**src/rtl/button_event_pkg.sv**
```systemverilog
// Shared types and defaults for the button event decoder: FSM state encoding,
// default timing constants and the counter width helper.
package button_event_pkg;

    localparam int DEFAULT_LONG_CYCLES = 25_000_000;
    localparam int DEFAULT_GAP_CYCLES  = 12_500_000;

    typedef enum logic [2:0] {
        IDLE   = 3'd0,
        PRESS1 = 3'd1,
        LONG   = 3'd2,
        GAP    = 3'd3,
        PRESS2 = 3'd4
    } state_t;

    function automatic int max_int(input int a, input int b);
        return (a > b) ? a : b;
    endfunction

    // One counter serves both windows, so it must reach the larger terminal.
    function automatic int counter_width(input int long_cycles, input int gap_cycles);
        int w;
        w = $clog2(max_int(long_cycles, gap_cycles));
        return (w < 1) ? 1 : w;
    endfunction

endpackage

```
**src/rtl/edge_detector.sv**
```systemverilog
// Registers the previous button sample and flags rising/falling transitions.
// prev clears on reset, so a button held through reset reads as a fresh rise.
module edge_detector (
    input  logic clk,
    input  logic reset,
    input  logic sample,
    output logic rise,
    output logic fall
);

    logic prev_reg;

    always_ff @(posedge clk) begin
        if (reset) begin
            prev_reg <= 1'b0;
        end else begin
            prev_reg <= sample;
        end
    end

    assign rise = sample & ~prev_reg;
    assign fall = ~sample & prev_reg;

endmodule

```
**src/rtl/button_event_decoder.sv**
```systemverilog
// Turns a debounced button level into press/release pulses and click, double-click
// and long-press events using one FSM and one shared window counter.
module button_event_decoder
    import button_event_pkg::*;
#(
    parameter int LONG_CYCLES = DEFAULT_LONG_CYCLES,
    parameter int GAP_CYCLES  = DEFAULT_GAP_CYCLES
) (
    input  logic clk,
    input  logic reset,
    input  logic button_pressed,
    output logic press,
    output logic release_pulse,
    output logic single_click,
    output logic double_click,
    output logic long_press,
    output logic held
);

    localparam int CNT_W = counter_width(LONG_CYCLES, GAP_CYCLES);
    localparam logic [CNT_W-1:0] LONG_LAST = CNT_W'(LONG_CYCLES - 1);
    localparam logic [CNT_W-1:0] GAP_LAST  = CNT_W'(GAP_CYCLES - 1);

    logic             rise;
    logic             fall;
    state_t           state_reg;
    logic [CNT_W-1:0] count_reg;
    logic             press_reg;
    logic             release_reg;
    logic             single_reg;
    logic             double_reg;
    logic             long_reg;
    logic             held_reg;

    edge_detector u_edge (
        .clk    (clk),
        .reset  (reset),
        .sample (button_pressed),
        .rise   (rise),
        .fall   (fall)
    );

    always_ff @(posedge clk) begin
        if (reset) begin
            state_reg   <= IDLE;
            count_reg   <= '0;
            press_reg   <= 1'b0;
            release_reg <= 1'b0;
            single_reg  <= 1'b0;
            double_reg  <= 1'b0;
            long_reg    <= 1'b0;
            held_reg    <= 1'b0;
        end else begin
            press_reg   <= rise;
            release_reg <= fall;
            single_reg  <= 1'b0;
            double_reg  <= 1'b0;
            long_reg    <= 1'b0;

            case (state_reg)
                IDLE: begin
                    if (rise) begin
                        state_reg <= PRESS1;
                        count_reg <= '0;
                    end
                end

                // A release on the terminal cycle still counts as a short press.
                PRESS1: begin
                    if (!button_pressed) begin
                        state_reg <= GAP;
                        count_reg <= '0;
                    end else if (count_reg == LONG_LAST) begin
                        long_reg  <= 1'b1;
                        held_reg  <= 1'b1;
                        state_reg <= LONG;
                        count_reg <= '0;
                    end else begin
                        count_reg <= count_reg + CNT_W'(1);
                    end
                end

                LONG: begin
                    if (fall) begin
                        held_reg  <= 1'b0;
                        state_reg <= IDLE;
                        count_reg <= '0;
                    end
                end

                // A second press on the terminal cycle still counts as a double click.
                GAP: begin
                    if (rise) begin
                        double_reg <= 1'b1;
                        state_reg  <= PRESS2;
                        count_reg  <= '0;
                    end else if (count_reg == GAP_LAST) begin
                        single_reg <= 1'b1;
                        state_reg  <= IDLE;
                        count_reg  <= '0;
                    end else begin
                        count_reg <= count_reg + CNT_W'(1);
                    end
                end

                PRESS2: begin
                    if (fall) begin
                        state_reg <= IDLE;
                        count_reg <= '0;
                    end
                end

                default: begin
                    state_reg <= IDLE;
                    count_reg <= '0;
                end
            endcase
        end
    end

    // "release" is a reserved word, hence the suffix on that port.
    assign press         = press_reg;
    assign release_pulse = release_reg;
    assign single_click  = single_reg;
    assign double_click  = double_reg;
    assign long_press    = long_reg;
    assign held          = held_reg;

endmodule

```
**config.mk**
```make
export PLATFORM = sky130hd
export DESIGN_NAME = button_event_decoder
export DESIGN_NICKNAME = d
export VERILOG_FILES = /design/src/rtl/button_event_pkg.sv /design/src/rtl/edge_detector.sv /design/src/rtl/button_event_decoder.sv
export SDC_FILE = /design/constraint.sdc
export NUM_CORES = 1
export LEC_CHECK = 0
export CORE_MARGIN = 2
export CORE_UTILIZATION = 53
export DETAILED_ROUTE_END_ITERATION = 7
export HOLD_SLACK_MARGIN = 0.06
export PLACE_DENSITY = 0.74
export SYNTH_ARGS = -nofsm -noshare
export SYNTH_HDL_FRONTEND = slang
export SYNTH_HIERARCHICAL = 1
export SYNTH_SLANG_ARGS = --single-unit
```
**constraint.sdc**
```tcl
create_clock -name clk -period 2.57 [get_ports clk]
set_clock_uncertainty 0.1 [all_clocks]
set_input_delay 0.3855 -clock clk [delete_from_list [all_inputs] [get_ports clk]]
set_output_delay 0.3855 -clock clk [all_outputs]
set_load 0.05 [all_outputs]
```
==> flow_summary_export.csv, run 1 <==
group,metric,value,unit
status,status,"completed",
grt,grt_use_total,23.81,%
route,wirelength,4.374,mm
worst_setup_path,worstPathCellList,"or4b_1 > or3_1 > o41a_1 > o31ai_4 > buf_4 > a2bb2oi_1",
finish,largest_reg_flops,25,
finish,post-route-util,63.90,%
clocking,clockBufferDepth,2,
finish,fill_cells,311,
worst_setup_path,r2r_cells,6,
finish,seqCellArea,700.7,um^2
logic_synthesis,ys.flop_type,"dfxtp_1",
worst_setup_path,crit_slowest_cell,"o41a_1",
sta,fin_crit_sh,93.66,%
route,drc_errors,0,
floorplanning,die_height,63.65,um
worst_setup_path,crit_cells,6,
worst_setup_path,cp-start-kind,"flop",
route,firstDrtPassIters,4,
place,io_buffers,8,
logic_synthesis,ys_seq_area_share,37.16,%
worst_setup_path,crit_family,"compound AO/OA/AOI/OAI gates",
logic_synthesis,ys_types,41,
clocking,clk_pin_slew_worst_paths,0.10,ns
route,vias,1736,
worst_hold_path,hold_class,"flop to flop",
sta,rsz0062_at_grt,"no",
logic_synthesis,syn_nets,234,
finish,drive_gt1_share,11.95,%
route,routedWlPerCell,14.73,um
sta,fin_setup_tns,0,ns
sta,setup_violations,0,
finish,multi_input_area,0.001121,mm^2
place,gp_congestion,0.8738,
clocking,cts_tree,"done",
logic_synthesis,async_flop_share,0,%
clocking,clock_latency,0.33,ns
logic_synthesis,synthCells,230,
finish,n_antenna_cell,0,
finish,stdcell_count,297,
clocking,post-cts-setup-buffers,0,
place,dpl-instance-area,0.002095,mm^2
sta,period_minus_slack,2.407,ns
sta,fmax,415.4,MHz
worst_hold_path,min_from,"held",
sta,max_slew_margin,66.63,%
worst_setup_path,end_kind,"flop",
worst_setup_path,critPathBufInv,1,
clocking,cts.htree.levels,2,
grt,grt_max_degree,19,
grt,grt_overflow_total,0,
place,dp_hpwl,3.294,mm
clocking,numClockSinks,35,
sta,final-hold-violation-count,0,
floorplanning,die_w,63.65,um
worst_hold_path,hold_depth,2,
run,maxCapViolCount,0,
sta,finalMaxSlewViolations,0,
worst_setup_path,crit_path_start,"count_reg[10]",
floorplanning,initial_core_util,55.63,%
worst_setup_path,cp_max_fo,9,
finish,area_growth,14.86,%
pwr,powerDensity,603.2,mW/mm^2
route,via_per_inst,5.845,
grt,grt_pass1_vias,1577,
floorplanning,io_pins,9,
route,final_antenna_net_count,0,
worst_setup_path,max_stage_delay,0.50,ns
finish,design_area,0.002166,mm^2
logic_synthesis,netlist_area,0.001886,mm^2
logic_synthesis,ys.warnings.count,6,
worst_setup_path,reg2reg_from,"count_reg[10]",
clocking,cts_buffers,5,
logic_synthesis,ys_ff_latch,35,
floorplanning,std_cell_rows,21,
place,post-place-cells,290,
logic_synthesis,synth_edf_count,0,
logic_synthesis,syn_area_per_cell,8.198,um^2
worst_setup_path,worstPathArrival,2.54,ns
finish,fin_nets,255,
worst_setup_path,cp.required,2.70,ns
sta,tightest_slew,0.4989,ns
grt,antenna_found_initial,0,
route,first_iter_violations,159,
pwr,p_leak,0.0007064,uW
pwr,ir_drop,0.2479,mV
floorplanning,fp.coreArea,0.003390,mm^2
worst_setup_path,crit_type,"flop to flop",
grt,grt_pass1_wl,7.562,mm
floorplanning,die_area,0.004051,mm^2
clocking,root_buffer,"clkbuf_4",
## area by class of cell
class / count / area share (%)
Clock buffer: 6 / 2.369
Clock inverter: 1 / 0.2311
Tap cell: 46 / 2.657
Timing Repair Buffer: 25 / 9.590
Multi-Input combinational cell: 178 / 51.76
Sequential cell: 35 / 32.35
Inverter: 6 / 1.040
## cells in the final DEF (no fill, tap or decap), types with 5 or more instances in the layout
master	instances
nand2_1	24
inv_1	6
buf_4	17
nand3_1	10
nor2_1	24
dfxtp_1	35
nand4_1	7
clkdlybuf4s50_1	8
and4_1	5
o2111ai_1	8
o21ai_0	16
nor4_1	6
nor2b_1	6
clkbuf_4	5
xor2_1	12
nand2b_1	5
o211ai_1	10
## tightest hold or removal path, cell delays in order, from the launching register on
cell and delay (ns):
dfxtp_1 0.32, o21ai_0 0.07, a21oi_1 0.06
## stage by stage
stage          setup WS [ns]  hold slack (ns)  power, uW
2_1_floorplan         0.1252           0.3571      871.7
3_3_place_gp         0.07969           0.3658       1000
3_5_place_dp         0.04414           0.3788       1009
4_1_cts              0.02262           0.3930       1309
5_1_grt              0.05594           0.4191       1381
6_report              0.1630           0.3845       1306
## cells by family after synthesis
logic type | after synthesis | share of synthesized area, %
compound gates | 52 | 20.24
xor+xnor | 14 | 6.503
fa+ha+maj | 1 | 0.6635
buf+inv | 17 | 4.180
flops | 35 | 37.16
mux | 2 | 1.128
simple gates | 109 | 30.13
## synthesized netlist by cell type, drive strengths merged, types with 7 or more instances
master   number  area share, %
dfxtp        35             37
nor2         24            4.8
o211ai       10            4.0
nor4          7            2.3
nand4         7            2.3
o2111ai       8            3.7
clkbuf        9            1.8
o21ai        17            4.5
nand2        24            4.8
nand3        10            2.7
xor2         12            5.6
## final timing paths
check / to / slack [ns]
setup / recovery: state_reg[2] / 0.16
hold / removal: held / 0.38
setup reg to reg: state_reg[2] / 0.16
hold reg to reg: held / 0.38
## layer usage
layer	up-vias	GRT usage, %	part of all wire (%)
met5	-	0	0
met1	778	33.70	48
met3	4	4.821	6.0
met4	0	6.793	1.2
met2	52	36.58	45
li1	902	-	-
## timing repair
item | CTS | global route
hold buffers | 0 | 0
resized for setup | 0 | 3
endpoints found under the hold margin | 0 | 0
setup endpoints to repair | 0 | 18
## power breakdown
part           total, uW  internal (uW)  switching [uW]
Clock                302            127             175
Combinational        401            155             246
Sequential           603            570            32.9
(Power assumes the default switching activity.)
==> run 2: changes to the inputs <==
CAP_MARGIN = 15   (was unset)
==> results of run 2 <==
No change in the layout: final DEF, timing and power equal those of run 1.
==> run 3: changes to the inputs <==
PLACE_DENSITY = 0.77   (was 0.74)
==> run 3 against run 2 <==
  * Total power decreased by 0.27%
  * Sequential power about the same
  * Critical path depth unchanged
  * First-iteration DRC count decreased by 1.3%
  * Non-clock buffer count increased by 1
  * Routed wire length increased by 2.5%
  * Critical path type unchanged
  * Largest cell class unchanged
==> flow_summary_export.csv, run 3 (synthesis results as in run 1) <==
group,metric,value,unit
finish,layout_common_cells,"35 x dfxtp_1, 24 x nand2_1, 24 x nor2_1",
floorplanning,die_w,63.65,um
pwr,ir_drop,0.2895,mV
sta,fin_crit_sh,94.01,%
finish,layout_commonest_cell,"dfxtp_1",
grt,grt_max_degree,19,
worst_setup_path,rr_endpoint,"count_reg[18]",
worst_setup_path,max_stage_delay,0.51,ns
worst_setup_path,cp_max_fo,10,
finish,post-route-util,64.23,%
place,dpl-instance-area,0.002107,mm^2
clocking,clock_latency,0.35,ns
finish,fin_nets,256,
sta,tightest_slew,0.4900,ns
worst_setup_path,crit_type,"flop to flop",
place,gp_congestion,0.9545,
grt,grt_pass1_vias,1625,
floorplanning,fp.coreArea,0.003390,mm^2
worst_setup_path,worstPathArrival,2.54,ns
worst_hold_path,min_from,"held",
grt,grt_pass1_wl,7.762,mm
finish,area_growth,15.46,%
clocking,numClockSinks,35,
worst_setup_path,reg2reg_from,"count_reg[10]",
status,status,"completed",
clocking,cts_buffers,5,
finish,drive_gt1_share,12.25,%
worst_setup_path,end_kind,"flop",
worst_setup_path,cp.required,2.70,ns
floorplanning,io_pins,9,
route,drc_errors,0,
worst_setup_path,r2r_setup_slack,0.15,ns
worst_hold_path,holdPathEnd,"held",
floorplanning,die_height,63.65,um
worst_hold_path,hold_class,"flop to flop",
worst_setup_path,critPathBufInv,1,
route,vias,1821,
clocking,root_buffer,"clkbuf_4",
sta,fmax,413.9,MHz
sta,rsz0062_at_grt,"no",
worst_setup_path,worstPathCellList,"or4b_1 > or3_1 > o41a_1 > buf_4 > o21ai_0 > o211ai_1",
worst_setup_path,r2r_cells,6,
finish,largest_reg_flops,25,
sta,setup_violations,0,
place,dp_hpwl,3.221,mm
sta,max_slew_margin,67.23,%
floorplanning,initial_core_util,55.63,%
clocking,cts_tree,"done",
clocking,clk_pin_slew_worst_paths,0.12,ns
place,io_buffers,8,
route,wirelength,4.485,mm
route,final_antenna_net_count,0,
grt,grt_overflow_total,0,
route,first_iter_violations,157,
route,via_per_inst,6.090,
route,routedWlPerCell,15.00,um
finish,n_antenna_cell,0,
sta,period_minus_slack,2.416,ns
finish,design_area,0.002177,mm^2
grt,antenna_found_initial,0,
worst_setup_path,crit_family,"simple AND/OR/NAND/NOR gates",
pwr,p_leak,0.0007159,uW
pwr,powerDensity,598.4,mW/mm^2
sta,final-hold-violation-count,0,
clocking,ctsHoldBuffers,0,
sta,fin_setup_tns,0,ns
clocking,clockBufferDepth,2,
worst_hold_path,hold_depth,2,
route,firstDrtPassIters,4,
sta,finalMaxSlewViolations,0,
run,maxCapViolCount,0,
floorplanning,std_cell_rows,21,
worst_setup_path,cp-start-kind,"flop",
clocking,cts.htree.levels,2,
worst_setup_path,crit_slowest_cell,"or4b_1",
grt,grt_use_total,24.36,%
floorplanning,die_area,0.004051,mm^2
-- run 3: area by class of cell --
type / instances / area [um^2]
Sequential cell: 35 / 700.7
Timing Repair Buffer: 26 / 227.7
Fill cell: 293 / 1212
Clock inverter: 3 / 15.01
Inverter: 6 / 22.52
Tap cell: 46 / 57.56
Multi-Input combinational cell: 178 / 1116
Clock buffer: 5 / 37.54
-- run 3: worst min-delay path: cells and delay by family, from the launching register on --
kind / cells / cell delay (ns)
compound gates: 2 / 0.13
flops: 1 / 0.33
-- run 3: where the power goes --
part           switching, uW  internal, uW
Sequential              31.6           570
Clock                    189           102
Combinational            248           162
Total                    468           834
-- run 3: per-layer routing --
layer / vias up / track usage (%) / wire (um)
met5: - / 0 / 0
met4: 0 / 10.87 / 106
met3: 11 / 4.464 / 220
met2: 63 / 35.79 / 1982
met1: 841 / 34.56 / 2176
li1: 906 / - / -
-- run 3: through the flow --
stage / setup WS (ns) / power [uW] / hold WS [ns] / cells
final: 0.1538 / 1303 / 0.3980 / 299
after global routing: 0.04581 / 1372 / 0.4383 / 299
after CTS: 0.009267 / 1295 / 0.4014 / 298
after detailed placement: 0.03045 / 1010 / 0.3850 / 290
after global placement: 0.09871 / 1006 / 0.3694 / 290
after floorplan: 0.1252 / 871.7 / 0.3571 / 230
-- run 3: timing repair --
item,in CTS,in global routing
setup endpoints to repair,0,24
setup buffers,0,1
gates resized for setup,0,3
-- run 3: worst max-delay path by stage --
stage / start / to / slack [ns] / depth (start not counted)
2_1_floorplan: count_reg[15] / count_reg[10] / 0.13 / 7
3_3_place_gp: count_reg[10] / count_reg[22] / 0.1 / 5
3_5_place_dp: count_reg[10] / count_reg[18] / 0.03 / 5
4_1_cts: count_reg[10] / count_reg[18] / 0.009 / 5
5_1_grt: count_reg[10] / count_reg[18] / 0.05 / 6
6_report: count_reg[10] / count_reg[18] / 0.15 / 6
